[src/rtl/fifo_to_elink_tx.sv]
// Transmit framer: pops 76-bit CAN frames from the TX FIFO and emits them as
// SOP / 10 data bytes (MSB first) / EOP symbols, one per encoder byte_rdy strobe.
module fifo_to_elink_tx #(
    parameter int DATA_W   = 76,
    parameter int IDLE_GAP = 2
) (
    input  logic              bitCLKx4,
    input  logic              rst,
    input  logic              enable,
    input  logic              fifo_empty,
    output logic              fifo_rd_en,
    input  logic [DATA_W-1:0] fifo_dout,
    input  logic              byte_rdy,
    output logic [7:0]        tx_data_8bit,
    output logic [1:0]        tx_delimiter,
    output logic              tx_busy,
    output logic [15:0]       frame_cnt
);

    localparam int          NBYTES      = 10;
    localparam int          FRAME_BITS  = NBYTES * 8;
    localparam int          PAD_W       = FRAME_BITS - DATA_W;
    localparam int          FETCH_SLOTS = 2;
    localparam logic [3:0]  LAST_BYTE   = 4'(NBYTES - 1);
    localparam logic [3:0]  GAP_MAX     = 4'd15;

    localparam logic [1:0]  DLM_DATA = 2'b00;
    localparam logic [1:0]  DLM_EOP  = 2'b01;
    localparam logic [1:0]  DLM_SOP  = 2'b10;
    localparam logic [1:0]  DLM_IDLE = 2'b11;

    typedef enum logic [2:0] {
        S_IDLE,
        S_FETCH,
        S_LOAD,
        S_SOP,
        S_DATA,
        S_EOP
    } state_t;

    state_t                  state_q, state_d;
    logic [FRAME_BITS-1:0]   frame_q, frame_d;
    logic [3:0]              byte_idx_q, byte_idx_d;
    logic [3:0]              gap_cnt_q, gap_cnt_d;
    logic [15:0]             frame_cnt_q, frame_cnt_d;
    logic                    fifo_rd_en_q, fifo_rd_en_d;
    logic                    tx_busy_q, tx_busy_d;
    logic [7:0]              tx_data_q, tx_data_d;
    logic [1:0]              tx_delim_q, tx_delim_d;
    logic [FRAME_BITS-1:0]   frame_shifted;
    logic                    gap_ok;

    // FETCH and LOAD each present an idle slot, so they are credited toward the gap.
    assign gap_ok        = (int'(gap_cnt_q) + FETCH_SLOTS) >= IDLE_GAP;
    assign frame_shifted = frame_d << {byte_idx_d, 3'b000};

    always_comb begin
        // NOTE: every variable gets a default first so no path leaves it unassigned (no latches).
        state_d     = state_q;
        frame_d     = frame_q;
        byte_idx_d  = byte_idx_q;
        gap_cnt_d   = gap_cnt_q;
        frame_cnt_d = frame_cnt_q;

        if ((state_q == S_IDLE || state_q == S_FETCH || state_q == S_LOAD)
            && byte_rdy && gap_cnt_q != GAP_MAX) begin
            gap_cnt_d = gap_cnt_q + 4'd1;
        end

        unique case (state_q)
            S_IDLE:  if (enable && !fifo_empty && gap_ok) state_d = S_FETCH;
            S_FETCH: state_d = S_LOAD;
            S_LOAD: begin
                frame_d    = {{PAD_W{1'b0}}, fifo_dout};
                byte_idx_d = 4'd0;
                state_d    = S_SOP;
            end
            S_SOP:   if (byte_rdy) state_d = S_DATA;
            S_DATA: begin
                if (byte_rdy) begin
                    byte_idx_d = byte_idx_q + 4'd1;
                    if (byte_idx_q == LAST_BYTE) state_d = S_EOP;
                end
            end
            S_EOP: begin
                if (byte_rdy) begin
                    frame_cnt_d = frame_cnt_q + 16'd1;
                    gap_cnt_d   = 4'd0;
                    state_d     = S_IDLE;
                end
            end
            default: state_d = S_IDLE;
        endcase

        // Outputs are decoded from the next state so they are registered yet aligned.
        fifo_rd_en_d = (state_d == S_FETCH);
        tx_busy_d    = (state_d != S_IDLE);
        tx_data_d    = 8'h00;
        tx_delim_d   = DLM_IDLE;
        case (state_d)
            S_SOP:  tx_delim_d = DLM_SOP;
            S_DATA: begin
                tx_delim_d = DLM_DATA;
                tx_data_d  = frame_shifted[FRAME_BITS-1 -: 8];
            end
            S_EOP:  tx_delim_d = DLM_EOP;
            default: tx_delim_d = DLM_IDLE;
        endcase
    end

    always_ff @(posedge bitCLKx4 or posedge rst) begin
        if (rst) begin
            state_q      <= S_IDLE;
            frame_q      <= '0;
            byte_idx_q   <= 4'd0;
            gap_cnt_q    <= GAP_MAX;
            frame_cnt_q  <= 16'd0;
            fifo_rd_en_q <= 1'b0;
            tx_busy_q    <= 1'b0;
            tx_data_q    <= 8'h00;
            tx_delim_q   <= DLM_IDLE;
        end else begin
            state_q      <= state_d;
            frame_q      <= frame_d;
            byte_idx_q   <= byte_idx_d;
            gap_cnt_q    <= gap_cnt_d;
            frame_cnt_q  <= frame_cnt_d;
            fifo_rd_en_q <= fifo_rd_en_d;
            tx_busy_q    <= tx_busy_d;
            tx_data_q    <= tx_data_d;
            tx_delim_q   <= tx_delim_d;
        end
    end

    assign fifo_rd_en   = fifo_rd_en_q;
    assign tx_busy      = tx_busy_q;
    assign tx_data_8bit = tx_data_q;
    assign tx_delimiter = tx_delim_q;
    assign frame_cnt    = frame_cnt_q;

endmodule

[config.mk]
export PLATFORM = sky130hd
export DESIGN_NAME = fifo_to_elink_tx
export DESIGN_NICKNAME = d
export VERILOG_FILES = /design/src/rtl/fifo_to_elink_tx.sv
export SDC_FILE = /design/constraint.sdc
export NUM_CORES = 1
export LEC_CHECK = 0
export CELL_PAD_IN_SITES_DETAIL_PLACEMENT = 1
export CELL_PAD_IN_SITES_GLOBAL_PLACEMENT = 2
export CORE_MARGIN = 4
export CORE_UTILIZATION = 33
export DETAILED_ROUTE_END_ITERATION = 8
export PLACE_DENSITY_LB_ADDON = 0.1
export REMOVE_ABC_BUFFERS = 1
export SETUP_SLACK_MARGIN = 0.1
export SLEW_MARGIN = 20
export SYNTH_ARGS = -nofsm -noshare
export SYNTH_HDL_FRONTEND = slang
export SYNTH_SLANG_ARGS = --single-unit
[constraint.sdc]
create_clock -name bitCLKx4 -period 10.37 [get_ports bitCLKx4]
set_input_delay 2.074 -clock bitCLKx4 [delete_from_list [all_inputs] [get_ports bitCLKx4]]
set_output_delay 2.074 -clock bitCLKx4 [all_outputs]
set_load 0.01 [all_outputs]
==> results.cfg, run 1 <==
[run_status]
run_status = finished, final reports clean

[cells_and_area]
final_area_um2 = 7390
antenna_cells = 0
fin_cells = 961
drive_above_1_share = 0.0810
fill_cells = 1932
nets = 815
area_growth_pct = 32.3
fin_util = 0.445

[detailed_routing]
viasPerCell = 4.83
wl_um = 15600
routedWlPerCell_um = 16.2
drt-pass1-iter-count = 4
ant_nets = 0
via_count = 4642
drt_iter0_markers = 124
drc = 0

[worst_setup_path]
crit_fanout = 39
path_class = primary input to flip-flop
crit_chain = clkdlybuf4s50_1 > nand4bb_1 > a21oi_1 > a21oi_2 > buf_4 > inv_2 > nand2_1 > a31oi_1 > a211oi_1 > a211oi_1
startpoint_type = primary input
r2r_slack_ps = 7310
reg2regPathDepth = 8
slowest_delay_ps = 830
crit_top_cell = a211oi_1
cp_slowest_cell = clkdlybuf4s50_1
worst_ep_required_time_ps = 10670
worstPathArrival_ps = 4960
end_kind = flip-flop
cp_top_family = buffers and inverters
worstReg2RegStart = state_q[1]
r2r_end = tx_data_8bit[1]
path_buf_inv = 3

[hold_path]
min_path_type = flip-flop to flip-flop
hold_path_depth = 1
worstHoldEndpoint = frame_cnt[15]
holdCritStartpoint = frame_cnt[15]

[logic_synthesis]
synth_edf_count = 0
yosys_warnings = 0
synthCells = 630
synthTopCellsByArea = dfrtp_1 51%, nand2_1 20%, dfstp_2 2.8%
synth_commonest_cells = 291 x nand2_1, 113 x dfrtp_1, 19 x nor2_1
ys_types = 60
syn-cell-area_um2 = 5580
synth.most_common_cell = nand2_1
ys_ff_latch = 119
postSynth.asyncResetShare = 1.00
ys.flop_type = dfrtp_1
netlist.top_cell.by_area = dfrtp_1
avgSynthCellArea_um2 = 8.86
synth_top_area_share = 0.506
yosysSeqAreaShare = 0.535

[cts]
ctsHoldBuffers = 0
cts.sinks = 119
clock_latency_ps = 420
path_clk_slew_ps = 50
clock_path_buffers = 2
postCtsSetupBuffers = 0
cts-htree-levels = 4
cts_tree = yes
numCtsBuffers = 17
post_cts_resized = 0
cts-root-buf = clkbuf_16

[placement]
dp_cells = 929
placed_area_um2 = 6830
dpl.hpwl_um = 10800
io_buffers = 108
place_congestion = 0.775

[floorplanning]
dieArea_um2 = 19100
die_width_um = 138
io_pins = 109
start_util = 0.337
fp-row-count = 47
die_y_um = 138
coreArea_um2 = 16600

[sta]
slew_violations = 0
fmax_mhz = 215
period_share = 0.449
rsz0062_at_grt = false
setup_tns_ps = 0
fin_crit_ps = 4660
setup_violations = 0
fin_worst_skew_ps = 6.12
worstMarginPinSlew_ps = 951
slew_headroom = 0.366
finalHoldViolations = 0

[power]
power.density_nw_per_um2 = 302
vdd_drop_max_v = 0.000191
leakage_nw = 3.45

[global_route]
antenna_found_initial = 0
grt_pass1_vias = 5063
grt_start_max_net_pins = 94
grt_pass1_wl_um = 26000
grtUsageTotal = 0.169
overflow = 0

[run]
cap_violations = 0
==> flip-flops by register name, summed over array words and instances, names as in the netlist, named ones only <==
name	cells
gap_cnt_q	3
frame_q	80
tx_delimiter	2
tx_busy	1
byte_idx_q	4
fifo_rd_en	1
frame_cnt	16
tx_data_8bit	8
state_q	3
==> cells by family after synthesis <==
group           after synthesis  share of synthesized area
compound gates               66                     0.0896
xor+xnor                     15                     0.0235
fa+ha+maj                     6                     0.0134
buf+inv                      44                     0.0370
flops                       119                      0.535
mux                          14                     0.0251
simple gates                366                      0.277
==> worst max-delay path by stage <==
stage          startpoint         endpoint  slack [ps]  depth (start not counted)
6_report         byte_rdy  tx_data_8bit[2]        5710                         10
5_1_grt          byte_rdy  tx_data_8bit[0]        5480                         10
4_1_cts          byte_rdy  tx_data_8bit[2]        5750                         10
3_5_place_dp     byte_rdy  tx_data_8bit[0]        5390                         10
3_3_place_gp     byte_rdy  tx_data_8bit[1]        5480                          9
2_1_floorplan         rst    byte_idx_q[0]        5150                          1
==> layout by cell type, fill, tap and decap left out, types with 3 or more instances in the layout <==
| master | count |
|---|---|
| a211oi_1 | 4 |
| a21oi_1 | 17 |
| a31oi_1 | 8 |
| and2_1 | 4 |
| buf_4 | 4 |
| clkbuf_1 | 3 |
| clkbuf_16 | 17 |
| clkdlybuf4s50_1 | 108 |
| clkinv_2 | 8 |
| dfrtp_1 | 113 |
| dfstp_2 | 6 |
| ha_1 | 6 |
| inv_1 | 6 |
| mux2i_1 | 14 |
| nand2_1 | 291 |
| nand2b_1 | 4 |
| nand3_1 | 13 |
| nand4_1 | 3 |
| nor2_1 | 19 |
| nor3_1 | 9 |
| o21ai_0 | 6 |
| o221ai_1 | 4 |
| o31a_1 | 4 |
| o32ai_1 | 5 |
| xnor2_1 | 13 |
==> routing by layer <==
layer	global-route usage	up-vias	part of all wire
met2	0.292	82	0.51
met4	0.0546	0	0.012
met1	0.210	2271	0.45
li1	-	2272	-
met5	0	-	0
met3	0.0363	17	0.027
==> final cells by class <==
cell class,count,area (um^2),share of cell area
Timing Repair Buffer,113,1120,0.152
Inverter,10,45.0,0.00610
Multi-Input combinational cell,467,2400,0.325
Clock inverter,11,108,0.0146
Tap cell,220,275,0.0373
Clock buffer,21,450,0.0610
Sequential cell,119,2990,0.404
==> through the flow <==
stage	hold WS (ps)	setup WS (ps)	total power [mW]
6_report	473	5710	2.23
5_1_grt	500	5480	2.41
4_1_cts	478	5750	2.27
3_5_place_dp	465	5390	1.69
3_3_place_gp	460	5480	1.66
2_1_floorplan	437	5150	1.37
==> power by group <==
group | switching [mW] | internal, mW
sequential | 0.149 | 0.663
clock | 0.205 | 0.356
combinational | 0.530 | 0.326
No activity file was read; power rests on OpenSTA's default activity.
==> run 2, diff against run 1 <==
--- a/config.mk
+++ b/config.mk
@@ -8,7 +8,7 @@
 export CELL_PAD_IN_SITES_DETAIL_PLACEMENT = 1
 export CELL_PAD_IN_SITES_GLOBAL_PLACEMENT = 2
 export CORE_MARGIN = 4
-export CORE_UTILIZATION = 33
+export CORE_UTILIZATION = 28
 export DETAILED_ROUTE_END_ITERATION = 8
 export PLACE_DENSITY_LB_ADDON = 0.1
 export REMOVE_ABC_BUFFERS = 1
==> constraint.sdc (replaced) <==
create_clock -name bitCLKx4 -period 3.9 [get_ports bitCLKx4]
set_input_delay 0.78 -clock bitCLKx4 [delete_from_list [all_inputs] [get_ports bitCLKx4]]
set_output_delay 0.78 -clock bitCLKx4 [all_outputs]
set_load 0.01 [all_outputs]
==> run 2 against run 1 <==
Clock power grew to 2.8 times the previous value. Hold slack worse by 3.0 ps. Via count hardly changed. Non-clock buffer count is 6 higher. Largest power group unchanged.
==> results.cfg, run 2 (synthesized netlist as in run 1, its figures left out) <==
[run_status]
run_status = finished, final reports clean

[hold_path]
min_path_type = flip-flop to flip-flop
worstHoldEndpoint = frame_q[72]
holdCritStartpoint = frame_q[72]
hold_path_depth = 2

[global_route]
grt_pass1_vias = 5045
grtUsageTotal = 0.152
antenna_found_initial = 0
overflow = 0
grt_start_max_net_pins = 71
grt_pass1_wl_um = 26600

[cells_and_area]
largest_reg_flops = 80
final_area_um2 = 7520
layout_common_cells = 291 x nand2_1, 113 x dfrtp_1, 108 x clkdlybuf4s50_1, 19 x nor2_1
fin_util = 0.385
antenna_cells = 0
nets = 821
drive_above_1_share = 0.0872
top_register = frame_q
final_common_cell = nand2_1
area_growth_pct = 34.7
fin_cells = 1010
fill_cells = 2303

[floorplanning]
die_width_um = 149
coreArea_um2 = 19500
die_y_um = 149
dieArea_um2 = 22300
fp-row-count = 51
start_util = 0.286
io_pins = 109

[power]
vdd_drop_max_v = 0.000347
leakage_nw = 3.49
power_mw = 6.05
power.density_nw_per_um2 = 804

[cts]
clock_path_buffers = 2
cts_tree = yes
cts-htree-levels = 4
clock_latency_ps = 420
postCtsSetupBuffers = 0
cts.sinks = 119
path_clk_slew_ps = 50
numCtsBuffers = 17
ctsHoldBuffers = 0
cts-root-buf = clkbuf_16
post_cts_resized = 0

[worst_setup_path]
cp_top_family = compound AO/OA/AOI/OAI gates
worst_ep_required_time_ps = 4200
r2r_slack_ps = 1170
worstPathArrival_ps = 3400
path_class = primary input to flip-flop
cp_slowest_cell = clkdlybuf4s50_1
crit_fanout = 14
reg2regPathDepth = 6
startpoint_type = primary input
r2r_end = tx_data_8bit[7]
crit_chain = clkdlybuf4s50_1 > and4_1 > a21oi_1 > a221oi_2 > inv_2 > nor2_2 > o221ai_1 > o32ai_1
end_kind = flip-flop
cp_num_cells = 8
worstReg2RegStart = state_q[1]
slowest_delay_ps = 780
path_buf_inv = 2

[detailed_routing]
via_count = 4643
routedWlPerCell_um = 16.2
drt-pass1-iter-count = 4
wl_met1_um = 7580
drt_iter0_markers = 205
drc = 0
wl_met3_um = 561
dr.max_layer_used = met4
viasPerCell = 4.60
ant_nets = 0
met2_length_um = 7960
wl_um = 16400

[placement]
placed_area_um2 = 6940
dp_slack_ps = 382
io_buffers = 108
place_congestion = 0.725
dp_cells = 980
dpl.hpwl_um = 11900

[sta]
slew_violations = 0
fmax_mhz = 323
fin_crit_ps = 3100
period_share = 0.794
setup_tns_ps = 0
slew_headroom = 0.380
fin_worst_skew_ps = 5.75
setup_violations = 0
layout_setup_ws_ps = 802
finalHoldViolations = 0
worstMarginPinSlew_ps = 926
hold_ws_ps = 470
rsz0062_at_grt = false

[run]
cap_violations = 0
run 2: report_power, final:
group / total (mW) / switching, mW / internal (mW)
clock network: 1.56 / 0.552 / 1.01
registers: 2.17 / 0.403 / 1.76
logic: 2.32 / 1.42 / 0.906
total: 6.05 / 2.37 / 3.68
run 2: per-layer routing:
metal,GRT usage,up-vias
met5,0,-
met4,0.0453,0
met3,0.0398,17
met2,0.251,79
met1,0.197,2275
li1,-,2272
run 2: worst max-delay path by stage:
stage	start	to	slack (ps)
after floorplan	state_q[1]	tx_data_8bit[1]	-600
after global placement	byte_rdy	tx_data_8bit[7]	470
after detailed placement	byte_rdy	tx_data_8bit[7]	380
after CTS	byte_rdy	tx_data_8bit[7]	830
after global routing	byte_rdy	tx_data_8bit[5]	650
final	byte_rdy	tx_data_8bit[7]	800
run 2: area by class of cell:
cell class                 count  area [um^2]  share of cell area
sequential                   119         2990               0.397
multi-input combinational    467         2410               0.320
timing repair buffer         119         1180               0.156
clock buffer                  20          447              0.0594
tap                          265          332              0.0441
clock inverter                10          130              0.0173
inverter                      10         45.0             0.00599
run 2: worst min-delay path, stage by stage, from the launching register on:
cell and delay [ps]:
dfrtp_1 340, nand2_1 50, nand2_1 50
==> run 3, diff against run 2 <==
==> constraint.sdc (replaced) <==
create_clock -name bitCLKx4 -period 2.6 [get_ports bitCLKx4]
set_input_delay 0.52 -clock bitCLKx4 [delete_from_list [all_inputs] [get_ports bitCLKx4]]
set_output_delay 0.52 -clock bitCLKx4 [all_outputs]
set_load 0.01 [all_outputs]
==> run 3 against run 2 <==
Sequential cell count is the same. Sequential share of layout area down 1.8 points. Sequential power increased by 47%. Critical path type is now flip-flop to flip-flop. Critical endpoint unchanged. Largest power group unchanged. Power is 59% higher.
==> results.cfg, run 3 (synthesized netlist as in run 1, its figures left out) <==
[run_status]
run_status = finished, final reports clean

[cells_and_area]
area_growth_pct = 41.0
top_register = frame_q
drive_above_1_share = 0.132
largest_reg_flops = 80
layout_common_cells = 291 x nand2_1, 113 x dfrtp_1, 107 x clkdlybuf4s50_1, 36 x buf_4, 19 x nor2_1
regArea_um2 = 2990
fin_cells = 1043
nets = 852
antenna_cells = 0
final_common_cell = nand2_1
multi_input_area_um2 = 2420
fill_cells = 2286
final_area_um2 = 7870
fin_util = 0.403

[power]
vdd_drop_max_v = 0.000480
power_mw = 9.60
leakage_nw = 3.68
p_int_mw = 5.85
clkPwrFrac = 0.254
power_switching_mw = 3.75
p_comb_frac = 0.415
seqPwrFrac = 0.331
swShare = 0.391
power.density_nw_per_um2 = 1220

[placement]
io_buffers = 108
dp_cells = 1011
placed_area_um2 = 7240
dpl.hpwl_um = 12300
dp_slack_ps = -316
place_congestion = 0.820

[detailed_routing]
wl_um = 16800
via_count = 4768
drt-pass1-iter-count = 4
drt_iter0_markers = 206
drc = 0
routedWlPerCell_um = 16.1
ant_nets = 0
viasPerCell = 4.57

[cts]
numCtsBuffers = 17
clock_path_buffers = 2
cts_tree = yes
path_clk_slew_ps = 60
ctsHoldBuffers = 0
cts.sinks = 119
postCtsSetupBuffers = 0
clock_latency_ps = 420
cts-htree-levels = 4
cts-root-buf = clkbuf_16

[global_route]
grt_util_met3 = 0.0343
grt_pass1_wl_um = 28200
grtUsageTotal = 0.162
grt_busiest_layer = met2
grt_start_max_net_pins = 53
overflow = 0
gr-usage-met2 = 0.268
grt_use_met1 = 0.208
antenna_found_initial = 0
grt_pass1_vias = 5357

[sta]
slew_violations = 0
finalHoldViolations = 0
worstMarginPinSlew_ps = 529
layout_setup_ws_ps = 241
fin_worst_skew_ps = 9.13
slew_headroom = 0.647
fin_crit_ps = 2360
setup_violations = 0
rsz0062_at_grt = true
period_share = 0.907
fmax_mhz = 424

[floorplanning]
io_pins = 109
die_y_um = 149
start_util = 0.286
dieArea_um2 = 22300
die_width_um = 149
coreArea_um2 = 19500
fp-row-count = 51

[worst_setup_path]
slowest_delay_ps = 450
path_buf_inv = 2
path_class = flip-flop to flip-flop
crit_chain = inv_1 > ha_1 > o32a_1 > a2bb2oi_4 > buf_4 > nand2_1 > a21oi_1 > nor3_1 > o32ai_1
end_kind = flip-flop
cp_slowest_cell = dfrtp_1
startpoint_type = flip-flop
crit_fanout = 5
worstPathArrival_ps = 2640
worst_ep_required_time_ps = 2880
cp_top_family = compound AO/OA/AOI/OAI gates

[hold_path]
min_path_type = flip-flop to flip-flop

[run]
cap_violations = 0
[run 3: metrics by stage]
stage / hold WS, ps / TNS [ps]
floorplan: 437 / -236950
global placement: 457 / -1500
detailed placement: 461 / -1990
CTS: 475 / 0
global route: 497 / 0
finish: 467 / 0
[run 3: layer usage]
layer,wire [um],up-vias
li1,-,2343
met1,7680,2331
met2,8370,77
met3,508,17
met4,282,0
met5,0,-
[run 3: path summary, 6_finish.rpt]
check                              start              end  slack, ps  cells after the start
max                        byte_idx_q[1]  tx_data_8bit[7]        240                      9
max in group asynchronous            rst     frame_cnt[5]       1450                      3
min reg2reg                  frame_q[56]      frame_q[56]        470                      2
min                          frame_q[56]      frame_q[56]        470                      2
min in group asynchronous            rst          tx_busy        510                      2
max reg2reg                byte_idx_q[1]  tx_data_8bit[7]        240                      9
[run 3: power groups by stage]
stage                     sequential (mW)  combinational [mW]  clock, mW
after floorplan                      3.08                2.40          0
after global placement               3.19                3.94          0
after detailed placement             3.20                4.04          0
after CTS                            3.18                4.07       2.52
after global routing                 3.27                4.55       2.61
final                                3.18                3.98       2.44
[run 3: cell type report]
cell class,instances,share of cell area
clock buffer,18,0.0558
multi-input combinational,467,0.308
sequential,119,0.379
tap,265,0.0421
inverter,10,0.00572
timing repair buffer,150,0.187
clock inverter,14,0.0221
[run 3: what timing repair did]
action                                 4_1_cts  5_1_grt
setup endpoints to repair                    0        6
endpoints found under the hold margin        0        0
gates resized for setup                      0        4
[run 3: tightest hold or removal path, cell delays in order (launching register included)]
cell	delay (ps)
dfrtp_1	330
nand2_1	50
nand2_1	50
